### config.mk
export PLATFORM = sky130hd
export DESIGN_NAME = uart_rx_frame_flat
export DESIGN_NICKNAME = d
export VERILOG_FILES = /design/src/rtl/uart_rx_pkg.sv /design/src/rtl/uart_rx_frame_if.sv /design/src/rtl/uart_rx_sampler.sv /design/src/rtl/uart_rx_frame.sv /design/src/flat_wrapper.sv
export SDC_FILE = /design/constraint.sdc
export NUM_CORES = 1
export LEC_CHECK = 0
export CORE_MARGIN = 5
export CORE_UTILIZATION = 40
export DETAILED_ROUTE_END_ITERATION = 16
export PLACE_DENSITY = 0.63
export SLEW_MARGIN = 15
export SYNTH_ARGS = -nofsm -noshare
export SYNTH_HDL_FRONTEND = slang
export SYNTH_SLANG_ARGS = --single-unit
### constraint.sdc
create_clock -name CLK -period 3.85 [get_ports CLK]
set_input_delay 1.155 -clock CLK [delete_from_list [all_inputs] [get_ports CLK]]
set_output_delay 1.155 -clock CLK [all_outputs]
set_load 0.005 [all_outputs]
### src/rtl/uart_rx_pkg.sv
// Shared types and constants for the oversampling UART receiver.
// Optional build macro: UART_RX_MAJORITY_EN (3-sample majority vote per bit).
package uart_rx_pkg;

    localparam int unsigned DATA_WIDTH_DEF     = 8;
    localparam int unsigned PRESCALE_WIDTH_DEF = 6;

    // Legal oversampling ratios; anything else falls back to the default
    localparam int unsigned PRESCALE_8       = 8;
    localparam int unsigned PRESCALE_16      = 16;
    localparam int unsigned PRESCALE_32      = 32;
    localparam int unsigned PRESCALE_DEFAULT = PRESCALE_8;

    // Bits per frame without parity: start + payload + stop
    localparam int unsigned FRAME_BITS = 1 + DATA_WIDTH_DEF + 1;

    typedef enum logic [2:0] {
        RX_IDLE   = 3'd0,
        RX_START  = 3'd1,
        RX_DATA   = 3'd2,
        RX_PARITY = 3'd3,
        RX_STOP   = 3'd4
    } rx_state_e;

    // Map a raw prescale request onto a legal ratio
    function automatic int unsigned legal_prescale(input int unsigned p);
        if (p == PRESCALE_8 || p == PRESCALE_16 || p == PRESCALE_32) begin
            return p;
        end
        return PRESCALE_DEFAULT;
    endfunction

endpackage

### src/rtl/uart_rx_frame_if.sv
// Serial-line and parallel-result bundle between the receiver and its neighbours.
interface uart_rx_frame_if #(
    parameter int unsigned DATA_WIDTH     = 8,
    parameter int unsigned PRESCALE_WIDTH = 6
);
    logic                      RX_IN;
    logic                      PAR_EN;
    logic                      PAR_TYP;
    logic [PRESCALE_WIDTH-1:0] PRESCALE;
    logic [DATA_WIDTH-1:0]     P_DATA;
    logic                      DATA_VALID;
    logic                      PAR_ERR;
    logic                      STP_ERR;

    // Line/config driver side
    modport master (
        output RX_IN, PAR_EN, PAR_TYP, PRESCALE,
        input  P_DATA, DATA_VALID, PAR_ERR, STP_ERR
    );

    // Receiver side
    modport slave (
        input  RX_IN, PAR_EN, PAR_TYP, PRESCALE,
        output P_DATA, DATA_VALID, PAR_ERR, STP_ERR
    );
endinterface

### src/rtl/uart_rx_sampler.sv
// Per-bit sampler driven by the edge counter of the frame FSM.
// Default: single sample at edge P/2.
// UART_RX_MAJORITY_EN: 2-of-3 vote of edges P/2-1, P/2, P/2+1, valid from P/2+2.
module uart_rx_sampler
    import uart_rx_pkg::*;
#(
    parameter int unsigned CNT_W = PRESCALE_WIDTH_DEF
) (
    input  logic             clk_i,
    input  logic             rst_i,
    input  logic             en_i,
    input  logic             rx_i,
    input  logic [CNT_W-1:0] edge_cnt_i,
    input  logic [CNT_W-1:0] half_i,
    output logic             bit_o
);

    logic bit_q, bit_d;

`ifdef UART_RX_MAJORITY_EN
    logic early_q, early_d;
    logic mid_q, mid_d;

    // Capture the two leading samples, then vote with the live third sample
    always_comb begin
        early_d = early_q;
        mid_d   = mid_q;
        bit_d   = bit_q;
        if (en_i) begin
            if (edge_cnt_i == half_i - CNT_W'(1)) early_d = rx_i;
            if (edge_cnt_i == half_i)             mid_d   = rx_i;
            if (edge_cnt_i == half_i + CNT_W'(1)) begin
                bit_d = (early_q & mid_q) | (early_q & rx_i) | (mid_q & rx_i);
            end
        end
    end

    // Sample registers
    always_ff @(posedge clk_i or posedge rst_i) begin
        if (rst_i) begin
            early_q <= 1'b0;
            mid_q   <= 1'b0;
            bit_q   <= 1'b0;
        end else begin
            early_q <= early_d;
            mid_q   <= mid_d;
            bit_q   <= bit_d;
        end
    end
`else
    // Single mid-bit sample
    always_comb begin
        bit_d = bit_q;
        if (en_i && (edge_cnt_i == half_i)) bit_d = rx_i;
    end

    // Sample register
    always_ff @(posedge clk_i or posedge rst_i) begin
        if (rst_i) bit_q <= 1'b0;
        else       bit_q <= bit_d;
    end
`endif

    assign bit_o = bit_q;

endmodule

### src/rtl/uart_rx_frame.sv
// Oversampling UART frame receiver: start, LSB-first payload, optional parity, stop.
// Accepted bytes appear on P_DATA with a one-cycle DATA_VALID; errors pulse PAR_ERR/STP_ERR.
// Optional build macro: UART_RX_MAJORITY_EN (majority-vote bit sampling, see uart_rx_sampler).
module uart_rx_frame
    import uart_rx_pkg::*;
#(
    parameter int unsigned DATA_WIDTH     = DATA_WIDTH_DEF,
    parameter int unsigned PRESCALE_WIDTH = PRESCALE_WIDTH_DEF
) (
    input  logic            CLK,
    input  logic            RST,
    uart_rx_frame_if.slave  bus
);

    localparam int unsigned BIT_CNT_W = (DATA_WIDTH > 1) ? $clog2(DATA_WIDTH) : 1;

    localparam logic [2:0] IDLE   = 3'(RX_IDLE);
    localparam logic [2:0] START  = 3'(RX_START);
    localparam logic [2:0] DATA   = 3'(RX_DATA);
    localparam logic [2:0] PARITY = 3'(RX_PARITY);
    localparam logic [2:0] STOP   = 3'(RX_STOP);

    logic [2:0]                state_q, state_d;
    logic [PRESCALE_WIDTH-1:0] edge_cnt_q, edge_cnt_d;
    logic [BIT_CNT_W-1:0]      bit_cnt_q, bit_cnt_d;
    logic [DATA_WIDTH-1:0]     shift_q, shift_d;
    logic [PRESCALE_WIDTH-1:0] prescale_q, prescale_d;
    logic                      par_en_q, par_en_d;
    logic                      par_typ_q, par_typ_d;
    logic                      perr_seen_q, perr_seen_d;
    logic [DATA_WIDTH-1:0]     p_data_q, p_data_d;
    logic                      data_valid_q, data_valid_d;
    logic                      par_err_q, par_err_d;
    logic                      stp_err_q, stp_err_d;

    logic                      last_edge;
    logic                      start_frame;
    logic                      sample_bit;
    logic                      par_expect;

    uart_rx_sampler #(
        .CNT_W (PRESCALE_WIDTH)
    ) u_sampler (
        .clk_i      (CLK),
        .rst_i      (RST),
        .en_i       (state_q != IDLE),
        .rx_i       (bus.RX_IN),
        .edge_cnt_i (edge_cnt_q),
        .half_i     (prescale_q >> 1),
        .bit_o      (sample_bit)
    );

    // Next-state, counters, shift register, checks and output pulses
    always_comb begin
        state_d      = state_q;
        edge_cnt_d   = edge_cnt_q;
        bit_cnt_d    = bit_cnt_q;
        shift_d      = shift_q;
        prescale_d   = prescale_q;
        par_en_d     = par_en_q;
        par_typ_d    = par_typ_q;
        perr_seen_d  = perr_seen_q;
        p_data_d     = p_data_q;
        data_valid_d = 1'b0;
        par_err_d    = 1'b0;
        stp_err_d    = 1'b0;
        start_frame  = 1'b0;

        last_edge  = (edge_cnt_q == prescale_q - PRESCALE_WIDTH'(1));
        par_expect = (^shift_q) ^ par_typ_q;

        if (state_q != IDLE) begin
            edge_cnt_d = last_edge ? '0 : edge_cnt_q + PRESCALE_WIDTH'(1);
        end

        case (state_q)
            IDLE: begin
                if (!bus.RX_IN) start_frame = 1'b1;
            end
            START: begin
                // A start bit that reads high at mid-bit was a glitch
                if (last_edge) state_d = sample_bit ? IDLE : DATA;
            end
            DATA: begin
                if (last_edge) begin
                    shift_d[bit_cnt_q] = sample_bit;
                    if (bit_cnt_q == BIT_CNT_W'(DATA_WIDTH - 1)) begin
                        state_d = par_en_q ? PARITY : STOP;
                    end else begin
                        bit_cnt_d = bit_cnt_q + BIT_CNT_W'(1);
                    end
                end
            end
            PARITY: begin
                if (last_edge) begin
                    if (par_expect != sample_bit) begin
                        perr_seen_d = 1'b1;
                        par_err_d   = 1'b1;
                    end
                    state_d = STOP;
                end
            end
            STOP: begin
                if (last_edge) begin
                    if (!sample_bit) stp_err_d = 1'b1;
                    if (sample_bit && !perr_seen_q) begin
                        p_data_d     = shift_q;
                        data_valid_d = 1'b1;
                    end
                    // A low line here is taken as the next frame's start edge
                    if (!bus.RX_IN) start_frame = 1'b1;
                    else            state_d     = IDLE;
                end
            end
            default: begin
                state_d    = IDLE;
                edge_cnt_d = '0;
            end
        endcase

        // The detecting cycle counts as edge 0 of the start bit
        if (start_frame) begin
            state_d     = START;
            edge_cnt_d  = PRESCALE_WIDTH'(1);
            bit_cnt_d   = '0;
            prescale_d  = PRESCALE_WIDTH'(legal_prescale(32'(bus.PRESCALE)));
            par_en_d    = bus.PAR_EN;
            par_typ_d   = bus.PAR_TYP;
            perr_seen_d = 1'b0;
        end
    end

    // State and output registers
    always_ff @(posedge CLK or posedge RST) begin
        if (RST) begin
            state_q      <= IDLE;
            edge_cnt_q   <= '0;
            bit_cnt_q    <= '0;
            shift_q      <= '0;
            prescale_q   <= PRESCALE_WIDTH'(PRESCALE_DEFAULT);
            par_en_q     <= 1'b0;
            par_typ_q    <= 1'b0;
            perr_seen_q  <= 1'b0;
            p_data_q     <= '0;
            data_valid_q <= 1'b0;
            par_err_q    <= 1'b0;
            stp_err_q    <= 1'b0;
        end else begin
            state_q      <= state_d;
            edge_cnt_q   <= edge_cnt_d;
            bit_cnt_q    <= bit_cnt_d;
            shift_q      <= shift_d;
            prescale_q   <= prescale_d;
            par_en_q     <= par_en_d;
            par_typ_q    <= par_typ_d;
            perr_seen_q  <= perr_seen_d;
            p_data_q     <= p_data_d;
            data_valid_q <= data_valid_d;
            par_err_q    <= par_err_d;
            stp_err_q    <= stp_err_d;
        end
    end

    assign bus.P_DATA     = p_data_q;
    assign bus.DATA_VALID = data_valid_q;
    assign bus.PAR_ERR    = par_err_q;
    assign bus.STP_ERR    = stp_err_q;

endmodule

### src/flat_wrapper.sv
// flat-port wrapper written by rule: the top's interface ports become plain ports
module uart_rx_frame_flat import uart_rx_pkg::*;
#(
    parameter int unsigned DATA_WIDTH     = DATA_WIDTH_DEF,
    parameter int unsigned PRESCALE_WIDTH = PRESCALE_WIDTH_DEF
)
  (CLK, RST, bus_RX_IN, bus_PAR_EN, bus_PAR_TYP, bus_PRESCALE, bus_P_DATA, bus_DATA_VALID, bus_PAR_ERR, bus_STP_ERR);
  uart_rx_frame_if #(.DATA_WIDTH(DATA_WIDTH), .PRESCALE_WIDTH(PRESCALE_WIDTH)) bus_i ();
  input  logic CLK;
  input  logic RST;
  input wire logic [$bits(bus_i.RX_IN)-1:0] bus_RX_IN;
  input wire logic [$bits(bus_i.PAR_EN)-1:0] bus_PAR_EN;
  input wire logic [$bits(bus_i.PAR_TYP)-1:0] bus_PAR_TYP;
  input wire logic [$bits(bus_i.PRESCALE)-1:0] bus_PRESCALE;
  output wire logic [$bits(bus_i.P_DATA)-1:0] bus_P_DATA;
  output wire logic [$bits(bus_i.DATA_VALID)-1:0] bus_DATA_VALID;
  output wire logic [$bits(bus_i.PAR_ERR)-1:0] bus_PAR_ERR;
  output wire logic [$bits(bus_i.STP_ERR)-1:0] bus_STP_ERR;
  assign bus_i.RX_IN = bus_RX_IN;
  assign bus_i.PAR_EN = bus_PAR_EN;
  assign bus_i.PAR_TYP = bus_PAR_TYP;
  assign bus_i.PRESCALE = bus_PRESCALE;
  assign bus_P_DATA = bus_i.P_DATA;
  assign bus_DATA_VALID = bus_i.DATA_VALID;
  assign bus_PAR_ERR = bus_i.PAR_ERR;
  assign bus_STP_ERR = bus_i.STP_ERR;
  uart_rx_frame #(.DATA_WIDTH(DATA_WIDTH), .PRESCALE_WIDTH(PRESCALE_WIDTH)) u_core (.CLK(CLK), .RST(RST), .bus(bus_i));
endmodule
# == Word level (Yosys, flattened, before mapping) ==
# Index checks and enable logic that the tools add are counted.
# totals
latch_bits,0
regBits,41
mem_count,0
romBits,0
ram_bits,0
out_inout_bits,11
wordCells,99
# op_classes
mul,0
muxes,41
div_mod_pow,0
n_bitwise,1
shifts,0
order_cmp,2
n_reduce_logical,19
n_eq_ne,20
add_sub_neg,3
# op_table
op,count
3-bit 2-to-1 mux,12
6-bit 2-to-1 mux,6
1-bit 2-to-1 mux,18
"3-bit by 1-bit inequality test with 1-bit output, second input constant",6
3-bit one-hot mux with 5 select lines,1
3-bit AND reduction,3
8-bit bitwise mux,1
2-bit nonzero test,4
8-bit parity,1
7-bit AND reduction,1
"6-bit by 1-bit adder with 6-bit output, second input constant",1
"3-bit by 2-bit == test with 1-bit output, second input constant",2
"3-bit == test, second input constant",2
"6-bit by 4-bit == test with 1-bit output, second input constant",1
6-bit by 5-bit == test with 1-bit output,1
"6-bit by 5-bit == test with 1-bit output, second input constant",1
6-bit == test,1
"6-bit == test, second input constant",1
"6-bit by 1-bit subtractor with 6-bit output, second input constant",1
5-bit OR reduction,1
"3-bit by 4-bit less-than comparator with 1-bit output, second input constant",1
"2-bit by 1-bit inequality test with 1-bit output, second input constant",2
"3-bit by 1-bit adder with 3-bit output, second input constant",1
1-bit demux with 3-bit select,1
other kinds (13),16

# == Longest topological paths before layout ==
# Gate-level depths: netlist of run 1.
# depth
depth_word,7
depth_mapped,9
mapped_depth_nobuf,8

# == Modules after synthesis ==
# From an unflattened synthesis of run 1, not the netlist that was laid out.
# unflattened
cells_unflattened,224
hier_area_um2,2267.2
# by_module_without_submodules
module,seq_area_each_um2,cells_per_inst,instances,area_per_inst_um2
uart_rx_frame,1002.2,213,1,2155.8
uart_rx_sampler,25.0,11,1,111.4

# == Worst setup path after synthesis of run 1 ==
# Ideal clock, no wire load.
# synth_timing
path_kind,reg2reg
from,register u_core.prescale_q[0]
to,register u_core.par_en_q
t_arrival_ns,2.168
period_less_slack_ns,2.293
path_stages_with_launch,10
slack_ns,1.557
t_required_ns,3.725
path_cell_list,dfrtp_1 -> inv_1 -> ha_1 -> nor2b_1 -> or3_1 -> a31o_2 -> o21ai_2 -> and2_4 -> buf_6 -> mux2_4
# synth_via
elab_chain_len,4
# synth_lines
item,line_no,source
"start, declared",uart_rx_frame.sv:27,"logic [PRESCALE_WIDTH-1:0] prescale_q, prescale_d;"
"start signal, assigned",uart_rx_frame.sv:140,prescale_q <= PRESCALE_WIDTH'(PRESCALE_DEFAULT);
"start signal, assigned",uart_rx_frame.sv:153,prescale_q <= prescale_d;
6-bit by 1-bit subtractor with 6-bit output,uart_rx_frame.sv:69,last_edge = (edge_cnt_q == prescale_q - PRESCALE_WIDTH'(1));
6-bit == test,uart_rx_frame.sv:69,
1-bit 2-to-1 mux,uart_rx_frame.sv:104,if (last_edge) begin
1-bit one-hot mux with 2 select lines,uart_rx_frame.sv:76,case (state_q)
"end signal, assigned",uart_rx_frame.sv:154,par_en_q <= par_en_d;
"end, declared",uart_rx_frame.sv:28,"logic par_en_q, par_en_d;"
# Every way passes these cells.
# A chain may end at the register's enable or synchronous reset.

# == Worst setup path after layout of run 1 ==
# layout_timing
from,register u_core.prescale_q[0]
to,register u_core.shift_q[5]
# layout_via
elab_chain_len,3
# layout_lines
item,line_no,source
6-bit by 1-bit subtractor with 6-bit output,uart_rx_frame.sv:69,
6-bit == test,uart_rx_frame.sv:69,
2-bit AND reduction (no source line),--,
"end signal, assigned",uart_rx_frame.sv:152,shift_q <= shift_d;
"end, declared",uart_rx_frame.sv:26,"logic [DATA_WIDTH-1:0] shift_q, shift_d;"
# Every way passes these cells.

==> results of run 1 <==
==> logic make-up after synthesis <==
| family | count (synthesis) | share of synthesized area (%) |
|---|---|---|
| buffers and inverters | 14 | 2.67 |
| multiplexers | 21 | 11.2 |
| AND/OR/NAND/NOR | 74 | 19.1 |
| adder cells (fa/ha/maj) | 4 | 2.22 |
| flip-flops | 41 | 45.6 |
| AO/OA/AOI/OAI | 30 | 9.16 |
| XOR/XNOR | 26 | 10.1 |
==> layer usage <==
metal	track usage, %	share of wire (%)	up-vias
met5	0	0	-
met4	5.61	1.6	0
met3	2.72	3.3	7
met2	17.4	43	27
met1	18.0	52	742
li1	-	-	784
==> worst max-delay path by stage <==
stage / depth (start not counted) / startpoint / endpoint / slack, ns
global route: 8 / u_core.prescale_q[0]$_DFFE_PP0P_ / u_core.shift_q[1]$_DFFE_PP0P_ / 1.08
floorplan: 9 / u_core.prescale_q[0]$_DFFE_PP0P_ / u_core.par_en_q$_DFFE_PP0P_ / 1.56
CTS: 8 / u_core.prescale_q[0]$_DFFE_PP0P_ / u_core.bus.P_DATA[7]$_DFFE_PP0P_ / 1.32
finish: 8 / u_core.prescale_q[0]$_DFFE_PP0P_ / u_core.shift_q[5]$_DFFE_PP0P_ / 1.34
global placement: 4 / bus_RX_IN / u_core.prescale_q[5]$_DFFE_PP0P_ / 1.13
detailed placement: 4 / bus_RX_IN / u_core.par_en_q$_DFFE_PP0P_ / 1.10
==> area by class of cell <==
class	count	share of cell area, %
repair buffers	22	8.35
inverters	5	0.720
clock inverters	3	0.672
multi-input cells	155	44.7
flip-flops and latches	41	39.4
well taps	72	3.46
clock buffers	5	2.64
==> through the flow <==
stage / setup slack (ns) / std cells / power, mW
floorplan: 1.56 / 210 / 0.973
global placement: 1.13 / 295 / 1.06
detailed placement: 1.10 / 295 / 1.06
CTS: 1.32 / 303 / 1.34
global route: 1.08 / 303 / 1.42
finish: 1.34 / 303 / 1.33
==> sequential cells by signal (all words and copies together), names as in the netlist <==
| signal | flops |
|---|---|
| u_core.bit_cnt_q | 3 |
| u_core.bus.DATA_VALID | 1 |
| u_core.bus.PAR_ERR | 1 |
| u_core.bus.P_DATA | 8 |
| u_core.bus.STP_ERR | 1 |
| u_core.edge_cnt_q | 6 |
| u_core.par_en_q | 1 |
| u_core.par_typ_q | 1 |
| u_core.perr_seen_q | 1 |
| u_core.prescale_q | 6 |
| u_core.shift_q | 8 |
| u_core.state_q | 3 |
| u_core.u_sampler.bit_o | 1 |
==> where the power goes <==
group | leakage, nW | switching [mW] | internal [mW]
registers | 0.553 | 0.124 | 0.492
clock network | 0.0439 | 0.150 | 0.125
logic | 0.542 | 0.234 | 0.205
==> cells in the final DEF, fill, tap and decap left out, types with 2 or more instances in the layout <==
cell type | netlist | routed
sky130_fd_sc_hd__nand2_1 | 12 | 12
sky130_fd_sc_hd__nor3b_1 | 3 | 3
sky130_fd_sc_hd__nor3_1 | 7 | 7
sky130_fd_sc_hd__o21a_1 | 2 | 2
sky130_fd_sc_hd__clkinv_2 | 0 | 2
sky130_fd_sc_hd__ha_1 | 4 | 4
sky130_fd_sc_hd__o21ai_0 | 7 | 7
sky130_fd_sc_hd__clkbuf_8 | 0 | 5
sky130_fd_sc_hd__nand4_1 | 4 | 4
sky130_fd_sc_hd__a31oi_1 | 3 | 3
sky130_fd_sc_hd__mux2_4 | 4 | 4
sky130_fd_sc_hd__mux2_2 | 14 | 14
sky130_fd_sc_hd__mux2_1 | 3 | 3
sky130_fd_sc_hd__nor2b_1 | 3 | 3
sky130_fd_sc_hd__or4_1 | 2 | 2
sky130_fd_sc_hd__dfrtp_1 | 40 | 40
sky130_fd_sc_hd__clkdlybuf4s50_1 | 0 | 21
sky130_fd_sc_hd__or3_1 | 3 | 3
sky130_fd_sc_hd__nand3_1 | 13 | 13
sky130_fd_sc_hd__nor3_4 | 2 | 2
sky130_fd_sc_hd__xnor2_1 | 13 | 13
sky130_fd_sc_hd__a21oi_1 | 10 | 10
sky130_fd_sc_hd__nor4_1 | 2 | 2
sky130_fd_sc_hd__xor2_1 | 13 | 13
sky130_fd_sc_hd__inv_1 | 5 | 5
sky130_fd_sc_hd__nor2_1 | 14 | 14
==> impl_metrics.csv, run 1 <==
group,metric,value,unit
synth,mappedNetlistArea,2250,um^2
cts,postCtsHoldBufs,0,
critical_path,rrSetupSlack,1.34,ns
cts,num_cts_buffers,5,
cells_and_area,final_layout_size_suffix_gt1_share,16.5,%
cts,post_cts.resized_instances,0,
sta,holdWs,0.492,ns
route,postRouteAntennaNets,0,
cts,max-clock-path-buffers,2,
power_and_ir_drop,power_per_standard_cell_area,510,nW/um^2
floorplan,design.die.area,7230,um^2
sta,achievable-frequency,399,MHz
synth,synthesis.nets,225,
route,vias,1560,
flow_run,max_cap_viol_count,0,
cells_and_area,utilization,47.3,%
sta,finalClockSkew,0.0103,ns
sta,transition_time_of_the_tightest_slew_check_pin,0.511,ns
worst_hold_path,timing.hold.worst.class,"register to register",
floorplan,die-width,85.1,um
worst_hold_path,number_of_cells_traversed_by_the_worst_hold_path,1,
sta,slew_headroom,65.9,%
cells_and_area,num_antenna_cells,0,
synth,number_of_register_bits_inferred_by_synthesis,41,
grt,globalRouteOverflowTotal,0,
floorplan,coreArea,5510,um^2
floorplan,fp.dieH,85.1,um
synth,proportion_of_synthesized_chip_area_in_sequential_cells,45.6,%
critical_path,timing.critical_path.to_type,"register",
cells_and_area,fillCellCount,497,
placement,detailed_place_hpwl,3040,um
critical_path,reg2reg_depth,8,
cts,cts_htree_levels,2,
sta,setup_viol_count_final,0,
critical_path,timing.rr.start,"u_core.prescale_q[0]$_DFFE_PP0P_",
critical_path,critical_path.top_delay_family,"simple AND/OR/NAND/NOR gates",
synth,synthArstFlopShare,100,%
critical_path,cp-start-kind,"register",
placement,portBuffers,21,
cts,cts-root-buf,"sky130_fd_sc_hd__clkbuf_8",
cts,tritoncts,"built",
cells_and_area,nets,245,
critical_path,endpoint_of_the_worst_slack_reg_to_reg_timing_path,"u_core.shift_q[5]$_DFFE_PP0P_",
cts,cts.reportedPaths.clkPinSlew,0.08,ns
power_and_ir_drop,irDropWorstVdd,0.231,mV
synth,netlist-cell-type-count,44,
worst_hold_path,holdPathEnd,"u_core.bus.P_DATA[7]$_DFFE_PP0P_",
critical_path,worst-path-max-fanout,10,
critical_path,maximum_cell_stage_delay_along_the_critical_path,0.41,ns
critical_path,crit_arrival,2.70,ns
sta,totalNegativeSetupSlack,0,ns
sta,slew_viol_final,0,
cells_and_area,register_area,1030,um^2
synth,top_cells_by_area_in_the_synthesized_netlist,"sky130_fd_sc_hd__dfrtp_1 (44%), sky130_fd_sc_hd__mux2_2 (7.0%), sky130_fd_sc_hd__xnor2_1 (5.1%)",
cells_and_area,design_area,2610,um^2
critical_path,critical_path.cell_chain,"inv_1 -> ha_1 -> nor2b_1 -> or3_1 -> a31oi_1 -> nand2_1 -> nor3_1 -> mux2_2",
placement,gpl.final_weighted_congestion,0.850,
route,remaining_drc_errors,0,
cts,tritoncts_num_sinks,41,
critical_path,timing.critical_path.buf_inv,1,
run_status,result_of_the_run,"completed",
grt,grt_max_degree,42,
synth,synth_area_per_cell,10.7,um^2
grt,grt_first_pass_wirelength,7140,um
synth,post_synth_most_frequent_cells,"sky130_fd_sc_hd__dfrtp_1 (40), sky130_fd_sc_hd__mux2_2 (14), sky130_fd_sc_hd__nor2_1 (14)",
synth,netlist_instances,210,
route,route.final.wire_length,4110,um
sta,min_period_over_period,65.2,%
route,first_pass_iters,4,
critical_path,cp.required,4.04,ns
worst_hold_path,worstHoldStart,"u_core.bus.P_DATA[7]$_DFFE_PP0P_",
synth,yosysTopAreaCellShare,44.4,%
synth,synth-edff-count,0,
critical_path,crit_path_top_delay_cell,"sky130_fd_sc_hd__dfrtp_1",
synth,ys_dominant_reg_cell,"sky130_fd_sc_hd__dfrtp_1",
sta,layout_min_cycle_time,2.51,ns
sta,rsz0062_at_grt,"no",
sta,final-hold-violation-count,0,
grt,grt_antenna_before_repair,0,
synth,synth_top_cell_by_area,"sky130_fd_sc_hd__dfrtp_1",
route,detailed_router_s_first_iteration_violation_count,63,
route,post_drt_via_cell_ratio,5.15,
synth,yosys_warnings,0,
critical_path,worstSetupPathType,"register to register",
cells_and_area,area_growth_syn_to_layout,15.7,%
grt,first_global_vias,1448,
synth,yosysMostFrequentCell,"sky130_fd_sc_hd__dfrtp_1",
floorplan,initial_core_util,40.9,%
placement,placedInstanceArea,2520,um^2
floorplan,row_count,27,
grt,grt_util_all_layers,12.4,%
floorplan,design.portCount,22,
power_and_ir_drop,power.static_leakage,1.14,nW
cts,clock_insertion_delay_worst_skew,0.30,ns
cells_and_area,multi_input_comb_area,1170,um^2
cts,post_cts.repair.setup_buffers,0,
route,drt-wirelength-per-cell,13.6,um
Note: power is estimated with default switching activity, not from simulation.
==> run 2, diff against run 1 <==
Settings changed: PLACE_DENSITY 0.63 to 0.66.
Clock period 3.85 ns to 2 ns, I/O delays scaled along.
==> run 2 against run 1 <==
Compared with the run above: the run now ends with negative setup slack left; clock skew down 0.0030 ns; wire length is 33% higher; worst hold slack improved by 0.020 ns; global-route usage increased by 3.6 points; setup slack worse by 1.6 ns; die area is the same; register-to-register slack worse by 1.6 ns; clock power increased to 3.0 times the previous value; non-clock buffer count up 45; final cell count increased by 15%; maximum frequency is 9.6% higher; count of clock-buffer cells in the layout is the same.
==> impl_metrics.csv, run 2 (synthesized netlist as in run 1, its figures left out) <==
group,metric,value,unit
route,first_pass_iters,4,
critical_path,crit_arrival,2.47,ns
grt,grt_first_pass_wirelength,9180,um
cells_and_area,multi_input_comb_area,1400,um^2
sta,layout_min_cycle_time,2.29,ns
route,post_drt_via_cell_ratio,5.15,
floorplan,coreArea,5510,um^2
critical_path,cp-start-kind,"register",
sta,setup_viol_count_final,40,
floorplan,initial_core_util,40.9,%
run_status,violations,"negative setup slack",
route,postRouteAntennaNets,0,
floorplan,design.die.area,7230,um^2
cts,cts.reportedPaths.clkPinSlew,0.08,ns
floorplan,fp.dieH,85.1,um
placement,portBuffers,21,
sta,rsz0062_at_grt,"yes",
cts,postCtsHoldBufs,0,
sta,final-hold-violation-count,0,
cts,cts_htree_levels,2,
grt,grt_max_degree,42,
power_and_ir_drop,power_per_standard_cell_area,1050,nW/um^2
power_and_ir_drop,power.static_leakage,1.47,nW
critical_path,maximum_cell_stage_delay_along_the_critical_path,0.57,ns
critical_path,timing.critical_path.buf_inv,1,
worst_hold_path,timing.hold.worst.class,"register to register",
cells_and_area,num_antenna_cells,0,
route,drt-wirelength-per-cell,15.7,um
critical_path,worst-path-max-fanout,7,
cts,cts-root-buf,"sky130_fd_sc_hd__clkbuf_8",
cells_and_area,most-common-layout-cells,"sky130_fd_sc_hd__dfrtp_1 (40), sky130_fd_sc_hd__buf_4 (37), sky130_fd_sc_hd__clkdlybuf4s50_1 (21)",
route,remaining_drc_errors,0,
floorplan,row_count,27,
cells_and_area,register_area,1030,um^2
route,vias,1793,
cells_and_area,area_growth_syn_to_layout,45.0,%
placement,detailed_place_hpwl,3760,um
cells_and_area,layout.cells.most_common,"sky130_fd_sc_hd__dfrtp_1",
sta,transition_time_of_the_tightest_slew_check_pin,0.641,ns
sta,timing.final.ws_setup,-0.289,ns
cts,tritoncts_num_sinks,41,
power_and_ir_drop,irDropWorstVdd,0.576,mV
sta,slew_headroom,56.9,%
cells_and_area,fillCellCount,457,
cts,num_cts_buffers,5,
sta,achievable-frequency,437,MHz
cts,tritoncts,"built",
grt,grt_util_all_layers,15.9,%
sta,finalClockSkew,0.00729,ns
sta,holdWs,0.512,ns
cts,max-clock-path-buffers,2,
placement,gpl.final_weighted_congestion,0.849,
floorplan,die-width,85.1,um
flow_run,max_cap_viol_count,0,
run_status,result_of_the_run,"finished with violations",
cells_and_area,nets,290,
cells_and_area,final_layout_size_suffix_gt1_share,42.4,%
route,detailed_router_s_first_iteration_violation_count,106,
critical_path,crit_path_top_delay_cell,"sky130_fd_sc_hd__or4_4",
grt,globalRouteOverflowTotal,0,
grt,grt_antenna_before_repair,0,
cells_and_area,instances_no_fill,348,
sta,min_period_over_period,114,%
sta,slew_viol_final,0,
placement,place_ws,-0.283,ns
power_and_ir_drop,overall_power_consumption,3.44,mW
route,route.final.wire_length,5470,um
critical_path,timing.critical_path.to_type,"register",
critical_path,cp.required,2.19,ns
critical_path,critical_path.top_delay_family,"simple AND/OR/NAND/NOR gates",
cts,clock_insertion_delay_worst_skew,0.30,ns
floorplan,design.portCount,22,
placement,numPlacedInstances,334,
grt,first_global_vias,1831,
critical_path,critical_path.cell_chain,"or4_4 -> o21a_1 -> o2111ai_4 -> nor2_4 -> buf_4 -> nand3_2 -> mux2_2",
critical_path,worstSetupPathType,"register to register",
cells_and_area,utilization,59.4,%
==> run 2: final cells by class <==
type	count	share of cell area (%)
clock buffer	5	2.11
clock inverter	3	2.11
inverter	5	0.574
multi-input combinational	155	42.7
sequential	41	31.4
tap	72	2.76
timing repair buffer	67	18.3
==> run 2: timing repair <==
| action | in CTS | in global routing |
|---|---|---|
| pin swaps | 19 | 7 |
| endpoints found under the setup margin | 40 | 41 |
| buffers inserted | 9 | 2 |
| gates resized for setup | 44 | 8 |
==> run 2: final timing paths <==
kind	startpoint	to	slack, ns	cells after the start
worst max-delay path	u_core.prescale_q[1]$_DFFE_PP0P_	u_core.shift_q[6]$_DFFE_PP0P_	-0.29	7
worst min-delay path	u_core.bus.P_DATA[5]$_DFFE_PP0P_	u_core.bus.P_DATA[5]$_DFFE_PP0P_	0.51	1
worst max register to register	u_core.prescale_q[1]$_DFFE_PP0P_	u_core.shift_q[6]$_DFFE_PP0P_	-0.29	7
worst min register to register	u_core.bus.P_DATA[5]$_DFFE_PP0P_	u_core.bus.P_DATA[5]$_DFFE_PP0P_	0.51	1
max in group asynchronous	RST	u_core.prescale_q[3]$_DFFE_PP1P_	1.08	3
min in group asynchronous	RST	u_core.bus.P_DATA[4]$_DFFE_PP0P_	0.66	3
==> run 2: power breakdown <==
group,switching [mW],internal (mW),leakage (nW)
Sequential,0.0896,0.949,0.553
Combinational,0.856,0.730,0.847
Clock,0.312,0.503,0.0687
Total,1.26,2.18,1.47
==> run 2: worst register-to-register path, stage by stage, from the launching register on <==
cell and delay, ns:
sky130_fd_sc_hd__dfrtp_1 0.41, sky130_fd_sc_hd__or4_4 0.57, sky130_fd_sc_hd__o21a_1 0.23, sky130_fd_sc_hd__o2111ai_4 0.32, sky130_fd_sc_hd__nor2_4 0.11, sky130_fd_sc_hd__buf_4 0.16, sky130_fd_sc_hd__nand3_2 0.06, sky130_fd_sc_hd__mux2_2 0.33
==> run 2: through the flow <==
step                TNS [ns]  cell area, um^2
floorplan              -2.98             2310
global placement       -5.22             2880
detailed placement     -6.74             2880
CTS                    -6.36             3220
global route          -10.91             3270
finish                 -7.13             3270
==> run 2: layer usage <==
metal	GRT usage [%]	part of all wire (%)	vias to the layer above
met4	5.76	1.9	0
met3	2.82	4.5	9
li1	-	-	879
met5	0	0	-
met2	24.9	46	47
met1	22.0	47	858
==> run 3, diff against run 2 <==
Settings changed: CORE_MARGIN 5 to 2.
==> run 3 against run 2 <==
Compared with the run above: the flow still finishes with violations (negative setup slack); highest routed layer unchanged; die area fell by 14%; critical path type unchanged; global-route usage rose by 2.6 points; clock skew fell by 0.00099 ns; largest cell class unchanged; sequential cell count did not move; sequential power rose by 7%.
==> impl_metrics.csv, run 3 (synthesized netlist as in run 1, its figures left out) <==
group,metric,value,unit
run_status,result_of_the_run,"finished with violations",
run_status,violations,"negative setup slack",
sta,layout_min_cycle_time,2.31,ns
grt,globalRouteOverflowTotal,0,
floorplan,row_count,27,
cts,cts.reportedPaths.clkPinSlew,0.08,ns
placement,numPlacedInstances,326,
cts,tritoncts,"built",
placement,portBuffers,21,
flow_run,max_cap_viol_count,0,
sta,setup_viol_count_final,39,
cells_and_area,design_area,3330,um^2
placement,detailed_place_hpwl,3540,um
cells_and_area,most-common-layout-cells,"sky130_fd_sc_hd__buf_4 (42), sky130_fd_sc_hd__dfrtp_1 (40), sky130_fd_sc_hd__clkdlybuf4s50_1 (21), sky130_fd_sc_hd__nor2_1 (14)",
grt,grt_util_all_layers,18.5,%
cells_and_area,instances_no_fill,355,
power_and_ir_drop,total_switching_power,1.32,mW
cells_and_area,utilization,60.9,%
route,remaining_drc_errors,0,
critical_path,cp.required,2.18,ns
route,post_drt_via_cell_ratio,5.21,
critical_path,worstSetupPathType,"register to register",
cts,tritoncts_num_sinks,41,
sta,achievable-frequency,433,MHz
cts,clock_insertion_delay_worst_skew,0.30,ns
grt,grt_first_pass_wirelength,8850,um
floorplan,fp.dieH,79.1,um
route,detailed_router_s_first_iteration_violation_count,129,
worst_hold_path,timing.hold.worst.class,"register to register",
sta,finalClockSkew,0.00630,ns
cts,cts_htree_levels,2,
power_and_ir_drop,irDropWorstVdd,0.577,mV
critical_path,cp-start-kind,"register",
power_and_ir_drop,power_per_standard_cell_area,1050,nW/um^2
sta,rsz0062_at_grt,"yes",
power_and_ir_drop,power_frac_clock,18.6,%
cells_and_area,nets,298,
floorplan,design.portCount,22,
power_and_ir_drop,seq_power_share,31.8,%
cells_and_area,layout.cells.most_common,"sky130_fd_sc_hd__buf_4",
sta,totalNegativeSetupSlack,-8.35,ns
route,route.final.wire_length,5500,um
critical_path,crit_arrival,2.50,ns
route,postRouteAntennaNets,0,
sta,timing.final.ws_setup,-0.312,ns
grt,grt_max_degree,42,
grt,grt_antenna_before_repair,0,
power_and_ir_drop,power.static_leakage,1.50,nW
sta,slew_headroom,63.2,%
cells_and_area,num_antenna_cells,0,
placement,gpl.final_weighted_congestion,0.856,
cells_and_area,area_growth_syn_to_layout,48.0,%
sta,transition_time_of_the_tightest_slew_check_pin,0.552,ns
route,first_pass_iters,4,
cts,num_cts_buffers,5,
critical_path,timing.critical_path.to_type,"register",
power_and_ir_drop,overall_power_consumption,3.49,mW
floorplan,coreArea,5470,um^2
floorplan,die-width,79.1,um
critical_path,worst-path-max-fanout,7,
route,drt-wirelength-per-cell,15.5,um
floorplan,design.die.area,6250,um^2
cells_and_area,multi_input_comb_area,1420,um^2
sta,slew_viol_final,0,
cells_and_area,fillCellCount,474,
cells_and_area,register_area,1030,um^2
sta,min_period_over_period,116,%
cts,postCtsHoldBufs,0,
floorplan,initial_core_util,41.2,%
cts,cts-root-buf,"sky130_fd_sc_hd__clkbuf_8",
sta,final-hold-violation-count,0,
placement,placedInstanceArea,2820,um^2
route,vias,1850,
grt,first_global_vias,1825,
cts,max-clock-path-buffers,2,
power_and_ir_drop,intPower,2.17,mW
power_and_ir_drop,switching_share,37.8,%
power_and_ir_drop,pwr-share-comb,49.6,%
cells_and_area,final_layout_size_suffix_gt1_share,43.5,%
[run 3: cell count changes in the layout (fill, tap and decap cells not counted), moves of 2 or more]
cell / before / now
sky130_fd_sc_hd__buf_6: 8 / 10
sky130_fd_sc_hd__buf_4: 37 / 42
sky130_fd_sc_hd__nand3_1: 7 / 9
sky130_fd_sc_hd__o21ai_4: 1 / 3
sky130_fd_sc_hd__nand3_2: 5 / 2
[run 3: area by class of cell]
class	count	area share, %
multi-input cells	155	42.5
flip-flops and latches	41	30.8
repair buffers	75	20.3
well taps	72	2.70
clock buffers	5	2.06
clock inverters	2	1.05
inverters	5	0.563
[run 3: power by group through the flow]
stage               combinational (mW)  clock (mW)  sequential, mW
global route                      1.86       0.709            1.13
detailed placement                1.18           0            1.12
floorplan                        0.861           0            1.05
global placement                  1.16           0            1.11
finish                            1.73       0.651            1.11
CTS                               1.48       0.663            1.10
[run 3: worst paths after layout]
kind	slack, ns	cells after the start	endpoint	start
min reg2reg	0.51	1	u_core.bus.P_DATA[3]$_DFFE_PP0P_	u_core.bus.P_DATA[3]$_DFFE_PP0P_
max in group asynchronous	1.08	3	u_core.prescale_q[3]$_DFFE_PP1P_	RST
min in group asynchronous	0.65	3	u_core.bus.P_DATA[7]$_DFFE_PP0P_	RST
min	0.51	1	u_core.bus.P_DATA[3]$_DFFE_PP0P_	u_core.bus.P_DATA[3]$_DFFE_PP0P_
max	-0.31	7	u_core.par_en_q$_DFFE_PP0P_	u_core.prescale_q[1]$_DFFE_PP0P_
max reg2reg	-0.31	7	u_core.par_en_q$_DFFE_PP0P_	u_core.prescale_q[1]$_DFFE_PP0P_
[run 3: per-layer routing]
metal | vias up | part of all wire [%] | global-route usage (%)
li1 | 895 | - | -
met3 | 9 | 3.2 | 4.43
met2 | 42 | 49 | 27.6
met1 | 904 | 46 | 26.0
met5 | - | 0 | 0
met4 | 0 | 2.0 | 7.41
[run 3: stage by stage]
stage          setup WS [ns]  hold WS, ns
3_5_place_dp          -0.349        0.494
6_report              -0.312        0.511
4_1_cts               -0.293        0.517
3_3_place_gp          -0.270        0.491
5_1_grt               -0.395        0.534
2_1_floorplan         -0.205        0.480
[run 3: critical path, cell delays in order, from the launching register on]
cell and delay (ns):
sky130_fd_sc_hd__dfrtp_1 0.41, sky130_fd_sc_hd__or4_4 0.55, sky130_fd_sc_hd__nor3_4 0.19, sky130_fd_sc_hd__o2111ai_4 0.18, sky130_fd_sc_hd__buf_4 0.19, sky130_fd_sc_hd__o21ai_4 0.14
sky130_fd_sc_hd__and2_4 0.23, sky130_fd_sc_hd__mux2_4 0.31
[run 3: timing repair]
| action | CTS | global route |
|---|---|---|
| pin swaps | 12 | 13 |
| endpoints found under the setup margin | 40 | 41 |
| buffers inserted | 17 | 11 |
| resized for setup | 38 | 23 |
